==> src/rtl/load_store_unit_if.sv <==
// Core-request, response and data-memory bus bundle for load_store_unit.
// The LSU uses the slave modport; the core/memory environment uses master.
interface load_store_unit_if;
    logic        req_valid;
    logic        req_ready;
    logic        req_we;
    logic [1:0]  req_size;
    logic        req_unsigned;
    logic [31:0] req_addr;
    logic [31:0] req_wdata;
    logic        stall;
    logic        resp_valid;
    logic [31:0] resp_rdata;
    logic        resp_err;
    logic        mem_req;
    logic        mem_we;
    logic [31:0] mem_addr;
    logic [3:0]  mem_be;
    logic [31:0] mem_wdata;
    logic        mem_ack;
    logic [31:0] mem_rdata;

    modport slave (
        input  req_valid, req_we, req_size, req_unsigned, req_addr, req_wdata,
        input  mem_ack, mem_rdata,
        output req_ready, stall, resp_valid, resp_rdata, resp_err,
        output mem_req, mem_we, mem_addr, mem_be, mem_wdata
    );

    modport master (
        output req_valid, req_we, req_size, req_unsigned, req_addr, req_wdata,
        output mem_ack, mem_rdata,
        input  req_ready, stall, resp_valid, resp_rdata, resp_err,
        input  mem_req, mem_we, mem_addr, mem_be, mem_wdata
    );
endinterface

==> src/rtl/load_store_unit.sv <==
// Single-outstanding load/store unit: lane steering, byte enables, load extension.
// Optional WAIT-state abort after TIMEOUT cycles when LSU_TIMEOUT_EN is defined.
module load_store_unit #(
    parameter int TIMEOUT = 255
) (
    input  logic                  clk,
    input  logic                  rst_n,
    load_store_unit_if.slave      lsu
);

    typedef enum logic [1:0] {
        IDLE = 2'd0,
        WAIT = 2'd1,
        RESP = 2'd2
    } state_t;

    state_t      state;
    logic        we_q;
    logic        uns_q;
    logic [1:0]  size_q;
    logic [1:0]  off_q;

    logic        legal;
    logic [3:0]  be_next;
    logic [31:0] wdata_rep;
    logic [31:0] lane;
    logic [31:0] load_ext;
    logic        timeout_hit;

    // Elaboration-only reference; TIMEOUT has no effect without the timeout feature.
    if (TIMEOUT < 1) begin : g_timeout_below_one
    end

`ifdef LSU_TIMEOUT_EN
    localparam int CW = (TIMEOUT < 2) ? 1 : $clog2(TIMEOUT);
    logic [CW-1:0] wait_cnt;
    assign timeout_hit = (wait_cnt == CW'(TIMEOUT - 1));
`else
    assign timeout_hit = 1'b0;
`endif

    assign lsu.req_ready = (state == IDLE);
    assign lsu.stall     = rst_n && (((state == IDLE) && lsu.req_valid) || (state == WAIT));

    always_comb begin
        legal     = 1'b0;
        be_next   = 4'b0000;
        wdata_rep = lsu.req_wdata;
        case (lsu.req_size)
            2'b00: begin
                legal     = 1'b1;
                be_next   = 4'b0001 << lsu.req_addr[1:0];
                wdata_rep = {4{lsu.req_wdata[7:0]}};
            end
            2'b01: begin
                legal     = !lsu.req_addr[0];
                be_next   = 4'b0011 << lsu.req_addr[1:0];
                wdata_rep = {2{lsu.req_wdata[15:0]}};
            end
            2'b10: begin
                legal     = (lsu.req_addr[1:0] == 2'b00);
                be_next   = 4'b1111;
                wdata_rep = lsu.req_wdata;
            end
            default: begin
                legal     = 1'b0;
                be_next   = 4'b0000;
                wdata_rep = lsu.req_wdata;
            end
        endcase
    end

    // Bring the addressed lane down to bit 0, then extend by access size.
    always_comb begin
        lane     = lsu.mem_rdata >> {off_q, 3'b000};
        load_ext = lane;
        case (size_q)
            2'b00:   load_ext = uns_q ? {24'd0, lane[7:0]}  : {{24{lane[7]}}, lane[7:0]};
            2'b01:   load_ext = uns_q ? {16'd0, lane[15:0]} : {{16{lane[15]}}, lane[15:0]};
            default: load_ext = lane;
        endcase
    end

    always_ff @(posedge clk or negedge rst_n) begin
        if (!rst_n) begin
            state          <= IDLE;
            we_q           <= 1'b0;
            uns_q          <= 1'b0;
            size_q         <= 2'b00;
            off_q          <= 2'b00;
            lsu.resp_valid <= 1'b0;
            lsu.resp_err   <= 1'b0;
            lsu.resp_rdata <= 32'd0;
            lsu.mem_req    <= 1'b0;
            lsu.mem_we     <= 1'b0;
            lsu.mem_addr   <= 32'd0;
            lsu.mem_be     <= 4'b0000;
            lsu.mem_wdata  <= 32'd0;
`ifdef LSU_TIMEOUT_EN
            wait_cnt       <= '0;
`endif
        end else begin
            lsu.resp_valid <= 1'b0;
            case (state)
                IDLE: begin
                    if (lsu.req_valid) begin
                        if (legal) begin
                            state         <= WAIT;
                            we_q          <= lsu.req_we;
                            uns_q         <= lsu.req_unsigned;
                            size_q        <= lsu.req_size;
                            off_q         <= lsu.req_addr[1:0];
                            lsu.mem_req   <= 1'b1;
                            lsu.mem_we    <= lsu.req_we;
                            lsu.mem_addr  <= {lsu.req_addr[31:2], 2'b00};
                            lsu.mem_be    <= be_next;
                            lsu.mem_wdata <= wdata_rep;
`ifdef LSU_TIMEOUT_EN
                            wait_cnt      <= '0;
`endif
                        end else begin
                            state          <= RESP;
                            lsu.resp_valid <= 1'b1;
                            lsu.resp_err   <= 1'b1;
                            lsu.resp_rdata <= 32'd0;
                        end
                    end
                end
                WAIT: begin
                    // An ack coincident with the timeout completes normally.
                    if (lsu.mem_ack || timeout_hit) begin
                        state          <= RESP;
                        lsu.resp_valid <= 1'b1;
                        lsu.resp_err   <= !lsu.mem_ack;
                        lsu.resp_rdata <= (lsu.mem_ack && !we_q) ? load_ext : 32'd0;
                        lsu.mem_req    <= 1'b0;
                        lsu.mem_we     <= 1'b0;
                        lsu.mem_addr   <= 32'd0;
                        lsu.mem_be     <= 4'b0000;
                        lsu.mem_wdata  <= 32'd0;
                    end
`ifdef LSU_TIMEOUT_EN
                    else begin
                        wait_cnt <= wait_cnt + CW'(1);
                    end
`endif
                end
                RESP: begin
                    state          <= IDLE;
                    lsu.resp_err   <= 1'b0;
                    lsu.resp_rdata <= 32'd0;
                end
                default: begin
                    state <= IDLE;
                end
            endcase
        end
    end

endmodule

==> src/flat_wrapper.sv <==
// flat-port wrapper written by rule: the top's interface ports become plain ports
module load_store_unit_flat 
#(
    parameter int TIMEOUT = 255
)
  (clk, rst_n, lsu_req_valid, lsu_req_we, lsu_req_size, lsu_req_unsigned, lsu_req_addr, lsu_req_wdata, lsu_mem_ack, lsu_mem_rdata, lsu_req_ready, lsu_stall, lsu_resp_valid, lsu_resp_rdata, lsu_resp_err, lsu_mem_req, lsu_mem_we, lsu_mem_addr, lsu_mem_be, lsu_mem_wdata);
  load_store_unit_if lsu_i ();
  input  logic clk;
  input  logic rst_n;
  input wire logic [$bits(lsu_i.req_valid)-1:0] lsu_req_valid;
  input wire logic [$bits(lsu_i.req_we)-1:0] lsu_req_we;
  input wire logic [$bits(lsu_i.req_size)-1:0] lsu_req_size;
  input wire logic [$bits(lsu_i.req_unsigned)-1:0] lsu_req_unsigned;
  input wire logic [$bits(lsu_i.req_addr)-1:0] lsu_req_addr;
  input wire logic [$bits(lsu_i.req_wdata)-1:0] lsu_req_wdata;
  input wire logic [$bits(lsu_i.mem_ack)-1:0] lsu_mem_ack;
  input wire logic [$bits(lsu_i.mem_rdata)-1:0] lsu_mem_rdata;
  output wire logic [$bits(lsu_i.req_ready)-1:0] lsu_req_ready;
  output wire logic [$bits(lsu_i.stall)-1:0] lsu_stall;
  output wire logic [$bits(lsu_i.resp_valid)-1:0] lsu_resp_valid;
  output wire logic [$bits(lsu_i.resp_rdata)-1:0] lsu_resp_rdata;
  output wire logic [$bits(lsu_i.resp_err)-1:0] lsu_resp_err;
  output wire logic [$bits(lsu_i.mem_req)-1:0] lsu_mem_req;
  output wire logic [$bits(lsu_i.mem_we)-1:0] lsu_mem_we;
  output wire logic [$bits(lsu_i.mem_addr)-1:0] lsu_mem_addr;
  output wire logic [$bits(lsu_i.mem_be)-1:0] lsu_mem_be;
  output wire logic [$bits(lsu_i.mem_wdata)-1:0] lsu_mem_wdata;
  assign lsu_i.req_valid = lsu_req_valid;
  assign lsu_i.req_we = lsu_req_we;
  assign lsu_i.req_size = lsu_req_size;
  assign lsu_i.req_unsigned = lsu_req_unsigned;
  assign lsu_i.req_addr = lsu_req_addr;
  assign lsu_i.req_wdata = lsu_req_wdata;
  assign lsu_i.mem_ack = lsu_mem_ack;
  assign lsu_i.mem_rdata = lsu_mem_rdata;
  assign lsu_req_ready = lsu_i.req_ready;
  assign lsu_stall = lsu_i.stall;
  assign lsu_resp_valid = lsu_i.resp_valid;
  assign lsu_resp_rdata = lsu_i.resp_rdata;
  assign lsu_resp_err = lsu_i.resp_err;
  assign lsu_mem_req = lsu_i.mem_req;
  assign lsu_mem_we = lsu_i.mem_we;
  assign lsu_mem_addr = lsu_i.mem_addr;
  assign lsu_mem_be = lsu_i.mem_be;
  assign lsu_mem_wdata = lsu_i.mem_wdata;
  load_store_unit #(.TIMEOUT(TIMEOUT)) u_core (.clk(clk), .rst_n(rst_n), .lsu(lsu_i));
endmodule
==> config.mk <==
export PLATFORM = sky130hd
export DESIGN_NAME = load_store_unit_flat
export DESIGN_NICKNAME = d
export VERILOG_FILES = /design/src/rtl/load_store_unit_if.sv /design/src/rtl/load_store_unit.sv /design/src/flat_wrapper.sv
export SDC_FILE = /design/constraint.sdc
export NUM_CORES = 1
export LEC_CHECK = 0
export CORE_UTILIZATION = 43
export CTS_CLUSTER_DIAMETER = 150
export DETAILED_ROUTE_END_ITERATION = 10
export GPL_ROUTABILITY_DRIVEN = 0
export PLACE_DENSITY = 0.8
export SYNTH_ARGS = -nofsm -noshare
export SYNTH_HDL_FRONTEND = slang
export SYNTH_SLANG_ARGS = --single-unit
==> constraint.sdc <==
create_clock -name clk -period 2.25 [get_ports clk]
set_clock_uncertainty 0.2 [all_clocks]
set_input_delay 0.225 -clock clk [delete_from_list [all_inputs] [get_ports clk]]
set_output_delay 0.225 -clock clk [all_outputs]
set_load 0.1 [all_outputs]
==> results.py <==
metrics = {
    "outcome": {
        "outcome": "completed",
    },
    "worst_setup_path": {
        "end_kind": "register",
        "cp.arrival_ns": 2.02,
        "worstPathMaxFanout": 16,
        "critPathLaunchType": "register",
        "timing.rr.end": "u_core.lsu.resp_rdata[19]",
        "critPathRequiredTime_ns": 2.28,
        "r2r_setup_slack_ns": 0.26,
        "critical_path_class": "register to register",
        "reg2reg_from": "u_core.off_q[1]",
        "r2r_cells": 3,
    },
    "power_and_ir_drop": {
        "p_sw_mw": 5.812,
        "power.density_nw_per_um2": 1440,
        "intPower_mw": 5.001,
        "power_frac_clock_pct": 16.0,
        "p_sw_share_pct": 53.75,
        "seq_power_share_pct": 26.7,
        "comb_power_share_pct": 57.3,
        "p_leak_nw": 3.632,
        "ir_drop_mv": 1.146,
    },
    "synthesis": {
        "synth_cells": 428,
        "synth.area.top_cells": "dfrtp_1, a22o_1, mux2i_1",
        "yosysTopAreaCell": "dfrtp_1",
        "yosysWarnings": 0,
        "syn_area_um2": 5035,
        "yosysUniqueCellTypes": 40,
        "syn_area_per_cell_um2": 11.76,
        "yosysSeqAreaShare_pct": 54.67,
        "synth_top_cell_area_share_pct": 54.67,
        "ys_ff_latch": 110,
    },
    "floorplanning": {
        "die_h_um": 110.2,
        "die_area_um2": 12150,
        "start_util_pct": 44.09,
        "ios": 210,
        "core_area_um2": 11420,
        "fp.dieW_um": 110.2,
        "num_rows": 39,
    },
    "placement": {
        "dp_slack_ns": -0.2896,
        "port_buffers": 207,
        "place_hpwl_um": 10990,
        "place_area_um2": 7171,
        "dp.cells": 772,
    },
    "clock_tree": {
        "h-tree-depth": 3,
        "clock_latency_ns": 0.35,
        "cts-buffers-inserted": 9,
        "clockRootBuffer": "clkbuf_16",
        "clock-sinks": 110,
        "cts_buffer_depth": 2,
        "clk_pin_slew_ns": 0.07,
        "tritoncts": "built",
    },
    "detailed_routing": {
        "routed_via_density": 5.716,
        "detail-route-antenna-nets": 0,
        "wl_per_cell_um": 19.30,
        "drtIter0Drc": 285,
        "remaining_drc_errors": 0,
        "finalWirelength_um": 15230,
        "drt_pass1_iterations": 4,
        "vias": 4510,
    },
    "worst_hold_path": {
        "hold_end": "u_core.uns_q",
        "hold_depth": 3,
        "min_from": "lsu_req_unsigned",
        "min_path_type": "input pin to register",
    },
    "timing": {
        "tightestPinTransition_ns": 0.6268,
        "slew_headroom_pct": 58.11,
        "post-route-min-period_ns": 1.986,
        "whs_ns": 0.2484,
        "hold_violations": 0,
        "setup_viol": 0,
        "fmax_ghz": 0.5036,
        "grt_setup_unrepaired": "no",
        "slew_violations": 0,
        "fin_ws_ns": 0.2644,
        "min_period_over_period_pct": 88.25,
    },
    "finish": {
        "area_growth_syn_to_layout_pct": 49.18,
        "final_area_um2": 7511,
        "post-route-util_pct": 65.78,
        "nets": 745,
        "drive_above_1_share_pct": 26.16,
        "fillerInstances": 884,
        "layout.cells.non_filler": 789,
        "diodes": 0,
    },
    "global_routing": {
        "grt_pass1_wl_um": 22770,
        "gr-usage-all-layers_pct": 25.14,
        "antenna_found_initial": 0,
        "grt_max_degree": 111,
        "grt-ovfl-total": 0,
        "grt_pass1_vias": 4358,
    },
    "job": {
        "max_cap_violations": 0,
    },
}
-- power by group through the flow --
| stage | registers, mW | clock network (mW) | logic (mW) |
|---|---|---|---|
| floorplan | 6.35 | 0 | 1.18 |
| global placement | 2.88 | 0 | 6.13 |
| detailed placement | 2.88 | 0 | 6.21 |
| CTS | 2.88 | 1.75 | 6.21 |
| global route | 2.93 | 1.83 | 6.40 |
| finish | 2.88 | 1.73 | 6.20 |
-- per-layer routing --
layer	up-vias	part of all wire (%)	GRT usage (%)
met5	-	0	0
met4	0	2.3	10.24
met3	26	9.0	6.878
met2	215	48	40.85
met1	2230	40	31.81
li1	2039	-	-
-- worst max path at each step --
stage,endpoint,cells past startpoint,startpoint,slack [ns]
global placement,u_core.lsu.resp_rdata[10],6,lsu_req_addr[0],-0.32
CTS,u_core.lsu.resp_rdata[13],5,u_core.state[0],0.06
global route,u_core.lsu.mem_wdata[13],6,lsu_req_size[1],0.13
finish,u_core.lsu.resp_rdata[19],3,u_core.off_q[1],0.26
floorplan,lsu_req_ready,2,u_core.state[0],0.04
detailed placement,u_core.lsu.resp_rdata[13],6,lsu_req_addr[0],-0.29
-- metrics by stage --
step           power (mW)  setup TNS (ns)
2_1_floorplan       7.526               0
5_1_grt             11.17               0
6_report            10.81               0
3_3_place_gp        9.007          -6.364
4_1_cts             10.84               0
3_5_place_dp        9.093          -4.887
-- synth_stat cells (all sizes together) --
cell type  instances
nor2b              8
nand2b             1
nor3b              1
a21boi             1
o211a              1
o211ai             1
o2111a             1
inv                1
conb               1
o21ai             20
dfrtp            110
mux2               4
nand3              1
a221o              8
clkbuf            17
a21o               1
o2bb2ai           26
a22o              50
a22oi              4
or3                1
a32o               7
and4               1
buf               23
a21oi             11
mux4               2
or2                1
nand2             36
nor4bb             1
o21bai             1
a211o             15
nor2              21
mux2i             40
nand4              1
nand3b            10
-- worst max-delay path: stages, from the launching register on --
cell and delay [ns]:
dfrtp_1 0.44, mux4_2 0.53, o2111a_2 0.38, a211o_1 0.30
-- cell families (layout without fill, tap and decap cells) --
| family | after synthesis | after routing | share of synthesized area [%] |
|---|---|---|---|
| AND/OR/NAND/NOR | 83 | 83 | 8.126 |
| multiplexers | 46 | 46 | 9.741 |
| other | 1 | 2 | 0.07448 |
| AO/OA/AOI/OAI | 147 | 147 | 23.53 |
| buffers and inverters | 41 | 258 | 3.852 |
| flip-flops | 110 | 110 | 54.67 |
-- area by class of cell --
cell class	instances	area (µm²)	area share [%]
inverters	1	3.754	0.04998
flip-flops and latches	110	2753	36.65
multi-input cells	278	2108	28.07
repair buffers	241	2142	28.52
clock inverters	5	82.58	1.099
clock buffers	11	242.7	3.232
well taps	143	178.9	2.382
-- state kept, by name, indices dropped and copies added, names as in the netlist, 2 cells and up --
signal                 count
u_core.state               2
u_core.lsu.mem_be          4
u_core.lsu.mem_addr       30
u_core.lsu.mem_wdata      32
u_core.size_q              2
u_core.off_q               2
u_core.lsu.resp_rdata     32
-- timing repair --
item                       in CTS  in global routing
hold endpoints to repair      110                  0
setup endpoints to repair       0                  5
gates resized for setup         0                  1
hold buffers                    1                  0
buffers inserted                0                  0
-- cells in the final DEF (no fill, tap or decap), drive strengths merged, types with 2 or more instances in the layout --
cell	n
a211o	15
a21oi	11
a221o	8
a22o	50
a22oi	4
a32o	7
buf	138
bufinv	2
clkbuf	11
clkdlybuf4s50	102
clkinv	3
conb	2
dfrtp	110
mux2	4
mux2i	40
mux4	2
nand2	36
nand3b	10
nor2	21
nor2b	8
o21ai	20
o2bb2ai	26
(Power assumes the default switching activity.)
